**src/rtl/seven_seg_scan.sv**
```systemverilog
// seven_seg_scan: 4-digit multiplexed seven-segment scanner, tear-free frames.
// Optional LEADING_ZERO_BLANK_EN macro blanks leading zero digits.
module seven_seg_scan #(
  parameter int unsigned BLANK_CYCLES = 4
) (
  input  logic        clk,
  input  logic        reset,
  input  logic        tick,
  input  logic [15:0] value,
  input  logic [3:0]  dp_in,
  input  logic        load,
  output logic [3:0]  an,
  output logic [6:0]  seg,
  output logic        dp,
  output logic        frame_start
);

  typedef enum logic [1:0] {
    IDLE,
    BLANK,
    DRIVE
  } state_t;

  localparam logic [7:0] BLANK_INIT =
    (BLANK_CYCLES == 0) ? 8'd0 : 8'(BLANK_CYCLES - 1);

  state_t      state;
  state_t      state_n;
  logic [1:0]  idx;
  logic [1:0]  idx_n;
  logic [7:0]  cnt;
  logic [7:0]  cnt_n;
  logic [19:0] pend;
  logic [19:0] pend_n;
  logic [19:0] disp;
  logic [19:0] disp_n;
  logic        fs_n;
  logic [3:0]  an_n;
  logic [6:0]  seg_n;
  logic        dp_n;
  logic [3:0]  nib;
  logic        lz;

  function automatic logic [6:0] hex7(input logic [3:0] n);
    logic [6:0] s;
    unique case (n)
      4'h0: s = 7'b1000000;
      4'h1: s = 7'b1111001;
      4'h2: s = 7'b0100100;
      4'h3: s = 7'b0110000;
      4'h4: s = 7'b0011001;
      4'h5: s = 7'b0010010;
      4'h6: s = 7'b0000010;
      4'h7: s = 7'b1111000;
      4'h8: s = 7'b0000000;
      4'h9: s = 7'b0010000;
      4'ha: s = 7'b0001000;
      4'hb: s = 7'b0000011;
      4'hc: s = 7'b1000110;
      4'hd: s = 7'b0100001;
      4'he: s = 7'b0000110;
      default: s = 7'b0001110;
    endcase
    return s;
  endfunction

  // Next state, digit index, blank timer and frame registers
  always_comb begin
    state_n = state;
    idx_n   = idx;
    cnt_n   = cnt;
    disp_n  = disp;
    fs_n    = 1'b0;
    pend_n  = load ? {value, dp_in} : pend;
    unique case (state)
      IDLE, DRIVE: begin
        if (tick) begin
          idx_n = idx + 2'd1;
          if (idx == 2'd3) begin
            fs_n   = 1'b1;
            disp_n = load ? {value, dp_in} : pend;
          end
          if (BLANK_CYCLES == 0) begin
            state_n = DRIVE;
          end else begin
            state_n = BLANK;
            cnt_n   = BLANK_INIT;
          end
        end
      end
      BLANK: begin
        if (cnt == 8'd0) begin
          state_n = DRIVE;
        end else begin
          cnt_n = cnt - 8'd1;
        end
      end
      default: begin
        state_n = IDLE;
      end
    endcase
  end

  // Output drive derived from next state so registers match their cycle
  always_comb begin
    an_n  = 4'b1111;
    seg_n = 7'b1111111;
    dp_n  = 1'b1;
    lz    = 1'b0;
    unique case (idx_n)
      2'd0: nib = disp_n[7:4];
      2'd1: nib = disp_n[11:8];
      2'd2: nib = disp_n[15:12];
      default: nib = disp_n[19:16];
    endcase
`ifdef LEADING_ZERO_BLANK_EN
    unique case (idx_n)
      2'd1: lz = (disp_n[19:8] == 12'd0);
      2'd2: lz = (disp_n[19:12] == 8'd0);
      2'd3: lz = (disp_n[19:16] == 4'd0);
      default: lz = 1'b0;
    endcase
`endif
    if (state_n == DRIVE) begin
      unique case (idx_n)
        2'd0: an_n = 4'b1110;
        2'd1: an_n = 4'b1101;
        2'd2: an_n = 4'b1011;
        default: an_n = 4'b0111;
      endcase
      seg_n = lz ? 7'b1111111 : hex7(nib);
      dp_n  = ~disp_n[idx_n];
    end
  end

  // State and output registers with synchronous reset
  always_ff @(posedge clk) begin
    if (reset) begin
      state       <= IDLE;
      idx         <= 2'd3;
      cnt         <= 8'd0;
      pend        <= 20'd0;
      disp        <= 20'd0;
      an          <= 4'b1111;
      seg         <= 7'b1111111;
      dp          <= 1'b1;
      frame_start <= 1'b0;
    end else begin
      state       <= state_n;
      idx         <= idx_n;
      cnt         <= cnt_n;
      pend        <= pend_n;
      disp        <= disp_n;
      an          <= an_n;
      seg         <= seg_n;
      dp          <= dp_n;
      frame_start <= fs_n;
    end
  end

endmodule

```
**config.mk**
```make
export PLATFORM = sky130hd
export DESIGN_NAME = seven_seg_scan
export DESIGN_NICKNAME = d
export VERILOG_FILES = /design/src/rtl/seven_seg_scan.sv
export SDC_FILE = /design/constraint.sdc
export NUM_CORES = 1
export LEC_CHECK = 0
export CAP_MARGIN = 20
export CORE_AREA = 3 3 80 82
export DETAILED_ROUTE_END_ITERATION = 8
export DIE_AREA = 0 0 83 85
export GPL_ROUTABILITY_DRIVEN = 0
export GPL_TIMING_DRIVEN = 0
export PLACE_DENSITY = 0.79
export SYNTH_ARGS = -nofsm -noshare
export SYNTH_HDL_FRONTEND = slang
export SYNTH_SLANG_ARGS = --single-unit
export TNS_END_PERCENT = 100
```
**constraint.sdc**
```tcl
create_clock -name clk -period 3.3 [get_ports clk]
set_clock_uncertainty 0.05 [all_clocks]
set_input_delay 0.99 -clock clk [delete_from_list [all_inputs] [get_ports clk]]
set_output_delay 0.99 -clock clk [all_outputs]
set_load 0.01 [all_outputs]
```
; ---- Word-level counts from Yosys, hierarchy flattened
; Memory sizes are Yosys's and may differ from the RTL's. A register that Yosys moved wholly into a read port is not among the register bits.
; Index checks and enable logic that the tools add are counted.
[totals]
register_bits = 58
romBits = 112
mem_count = 1
wordCells = 49
inputBits = 24
[op_classes]
n_eq_ne = 8
magnitude_cmp = 1
n_reduce_logical = 8
addsub = 2
muxes = 17
n_bitwise = 4
[memory_table]
columns = name, depth, word_bits, read_ports, rd_ports_with_merged_regs, write_ports, line_no
row1 = (no name shown), 16, 7, 1, 1, 0, 46  ; unique case (n)
[ops]
columns = op, n
row1 = $mux 20, 4
row2 = $pmux 4 s3, 2
row3 = $mux 8, 2
row4 = $pmux 8 s2, 1
row5 = $eq 2x2->1 const B, 4
row6 = $logic_not 8->1, 1
row7 = $mux 2, 4
row8 = $sub 8x1->8 const B, 1
row9 = $lt 2x6->1 const B, 1
row10 = $eq 2x1->1 const B, 2
row11 = $logic_not 2->1, 2
row12 = $ne 2x2->1 const B, 2
row13 = $not 1->1, 4
row14 = $pmux 2 s2, 1
row15 = $reduce_or 2->1, 2
row16 = $reduce_and 3->1, 1
row17 = $reduce_or 3->1, 1
row18 = $add 2x1->2 const B, 1
row19 = $bmux 1 s2, 1
row20 = $mux 1, 2
row21 = $reduce_bool 2->1, 1

; ---- Longest topological paths before layout
[depth]
ltp_word = 7
ltp_mapped = 14
mapped_depth_nobuf = 11

; ---- Least setup slack after synthesis
; OpenSTA, ideal clock, no wires.
[synth_timing]
path_kind = input -> register
startpoint = in load
endpoint = reg seg[0]
stages = 12
setup_slack_ps = -10
t_arrival_ps = 3142
t_required_ps = 3131
setup_ps = 119
n_path_buf = 2
path_cell_list = buf_6 -> buf_6 -> mux2i_1 -> nor2_1 -> a21oi_1 -> nor3_1 -> o41ai_2 -> inv_1 -> ha_1 -> or3_1 -> o221ai_1 -> nand2_1
[synth_between]
elab_chain_cells = 5
[synth_rtl]
columns = item, line_no
row1 = start: declaration, 11  ; input logic load,
row2 = $mux 20, 81  ; disp_n = load ? {value, dp_in} : pend;
row3 = $mux 20, 79  ; if (idx == 2'd3) begin
row4 = $mux 20, 77  ; if (tick) begin
row5 = $mux 20, 75  ; unique case (state)
row6 = $pmux 4 s3, 110  ; unique case (idx_n)
row7 = end: declaration, 13  ; output logic [6:0] seg,
; Every way passes these cells.
; A chain may end at the register's enable or synchronous reset.

; ---- Worst setup path in the final report
[layout_timing]
startpoint = in tick
endpoint = reg seg[0]
[layout_between]
elab_chain_cells = 5
[layout_rtl]
columns = item, line_no
row1 = start: declaration, 8  ; input logic tick,
row2 = $mux 2, 77
row3 = $pmux 2 s2, 75
row4 = $eq 2x2->1, 124  ; if (state_n == DRIVE) begin
row5 = $not 1->1 (no source line), -
row6 = $reduce_or 2->1 (no source line), -
; Parallel ways exist; a longest one is shown, timed or not.

==> impl_results.md <==
- Non-Filler Instances: around 400
- Largest family of logic cells by synthesized area: simple AND/OR/NAND/NOR gates
- Number of flops mapped to enable cells by yosys: 0
- Worst skew pair latency: about 0.34 ns
- Die width: ~83 um
- Setup CP Type: in2reg
- Root Buffer: clkbuf_8
- Slew Viols, Final: 0
- P&R area growth vs syn: 29.0%
- Fin. Hold Viols: 0
- Die area: about 7100 um2
- Top cells by area, synth: dfxtp_1, mux2i_1, nor2_1
- Met2 Use GR: about 28%
- Critical Path Sink Type: flip-flop
- Worst EP required: between 3 and 4 ns
- Finish-stage setup viols: 0
- RSZ-0062 raised after global routing: no
- Design Area, Final: ~3600 um2
- TritonCTS buffer count: 9
- Max Freq: 320 MHz
- XOR/XNOR Fraction of Synth Area: 3.37%
- Worst EP arrival: 3.31 ns
- Post-synth top area cell: dfxtp_1
- Nets@finish: 361
- Netlist cell types: 43
- Post-synth top cells: dfxtp_1, nor2_1, mux2i_1
- DRT Wirelength: around 5500 um
- Post-synthesis cell count: 271
- Vias in the first global route: between 2000 and 2500
- DRT iter0 DRCs: 112
- Syn avg cell area: between 10 and 15 um2
- Global-route wire length before repair: between 9000 and 10000 um
- Tmin final: ~3.1 ns
- Pre-Repair DR Iteration Count: 4
- Power Dens Cells: 625 nW/um2
- CTS tree: built
- Max IR drop VDD: just under 0.3 mV
- GR peak layer: met2
- Startpoint Class: input pin
- Longest Clk Path Bufs: 2
- I/O pin cnt: 37
- Placed inst area: around 3200 um2
- Antenna diodes: 0
- Top cell type's share of synthesized area: a little under half
- Core area: ~5800 um2
- Synth Register Bits: 65
- Post-synthesis instance area: 2790 um2
- Hold bufs inserted after CTS: 0
- Fraction of layout cells with a size suffix above 1: 20.1%
- Sequential share of the synthesized area: a little under half
- Syn nets: 304
- Via density per instance: between 5 and 6
- Leak: between 1.5 and 2 nW
- Wire per inst: around 13 um
- Synth Warn #: 0
- Adder-Cell Fraction of Synth Area: 4.04%
- Period utilization: 94.8%
- Min-delay worst type: reg2reg
- Cell Rows: 28
- H-tree Lvls: 3
- Initial Util: roughly 48%
- Dpl hpwl: approximately 3800 um
- Normalized max-slew margin: 56.7%
- # DRC: 0
- Met3 Usage GRT: 4.27%
- Cells after DPL: 382
- Final core occ: between 60% and 70%
- Most frequent cell after synthesis: dfxtp_1
- Post-synth top flop: dfxtp_1
- Crit path max fanout: 8
- Synth Area in Simple Gates: roughly a fifth
- Antenna Nets Post-Route: 0
- Area fraction in compound gates after synthesis: between 6 and 7%
- Status: complete, no violations
- Overall Power: approximately 2.2 mW
- Asr flop ratio synth: 0%
- Die Height: about 85 um
- Max Cap Violations: 0
- Clock Pin Slew Worst Setup and Hold Paths: about 0.07 ns
- Port bufs: 36
- Largest net degree at the start of global routing: 12
- Clock sink count: 65
- Initial antenna violation count: 0
- Tot GR Track Use: about 17%
- Via Count: 2070
- Post-synthesis mux area share: about 17%
- GRT met1 Usage: 20.0%
- Worst slew pin tran: 0.643 ns
- GR Overflow Total: 0
==> final cells by class <==
class                           count  area [um2]
Clock buffer                       10         128
Timing Repair Buffer               46         437
Clock inverter                      6        82.6
Multi-Input combinational cell    190        1450
Inverter                            4        15.0
Sequential cell                    65        1300
Buffer                             12        93.8
Tap cell                           75        93.8
Fill cell                         491        2220
==> logic make-up (layout without fill, tap and decap cells) <==
kind of cell | count (synthesis) | count (layout)
buffers and inverters | 16 | 78
AOI/OAI and AO/OA | 25 | 25
and+or+nand+nor | 105 | 105
muxes | 42 | 42
xor gates and xnor gates | 9 | 9
adders and majority gates | 9 | 9
DFF | 65 | 65
==> sequential cells by signal, indices dropped and copies added (netlist names) <==
register / flops
frame_start: 1
idx: 2
seg: 7
cnt: 8
dp: 1
state: 2
an: 4
pend: 20
disp: 20
==> layer usage <==
layer	vias up	share of wire, %
met5	-	0
met1	964	45
li1	1046	-
met2	49	48
met4	0	2.4
met3	11	4.9
==> placed cells by master (no fill, tap or decap), types with 3 or more instances in the layout <==
| master | instances |
|---|---|
| dfxtp_1 | 65 |
| nor2_1 | 50 |
| clkdlybuf4s50_1 | 34 |
| mux2i_1 | 23 |
| mux2_2 | 12 |
| nor2b_1 | 12 |
| nand3_1 | 9 |
| clkbuf_8 | 9 |
| buf_4 | 9 |
| a21oi_1 | 8 |
| nand2_1 | 8 |
| ha_1 | 8 |
| nor3_1 | 7 |
| buf_6 | 5 |
| nand2b_1 | 5 |
| clkbuf_1 | 5 |
| xor2_1 | 5 |
| o221ai_1 | 4 |
| mux2i_4 | 3 |
| clkinv_2 | 3 |
==> repair_timing <==
item | in CTS | in global routing
endpoints found under the setup margin | 7 | 4
setup buffers | 10 | 0
pin swaps | 2 | 1
gates resized for setup | 17 | 1
hold endpoints to repair | 0 | 0
==> where the power goes <==
group | switching (mW) | internal, mW
Clock | 0.300 | 0.421
Combinational | 0.340 | 0.305
Sequential | 0.0324 | 0.850
==> worst paths after layout <==
check	start	end	slack [ns]	cells after the start
worst max-delay path	tick	seg[0]	0.17	10
worst min-delay path	disp[3]	disp[3]	0.43	2
worst max register to register	idx[0]	seg[0]	0.55	12
worst min register to register	disp[3]	disp[3]	0.43	2
==> critical path, cell delays in order <==
cell	delay [ns]
dlygate4sd2_1	0.30
and2b_4	0.21
xnor2_2	0.36
nor2_2	0.16
o41ai_4	0.46
inv_2	0.10
ha_4	0.18
or3_1	0.37
o221ai_1	0.08
nand2_1	0.08
==> metrics by stage <==
| stage | hold slack, ns | TNS (ns) | setup slack, ns |
|---|---|---|---|
| floorplan | 0.393 | 0 | 0.00300 |
| global placement | 0.406 | -4.68 | -0.840 |
| detailed placement | 0.418 | -4.99 | -0.884 |
| CTS | 0.432 | 0 | 0.183 |
| global route | 0.451 | 0 | 0.0114 |
| finish | 0.426 | 0 | 0.171 |
Note: power is estimated with default switching activity, not from simulation.
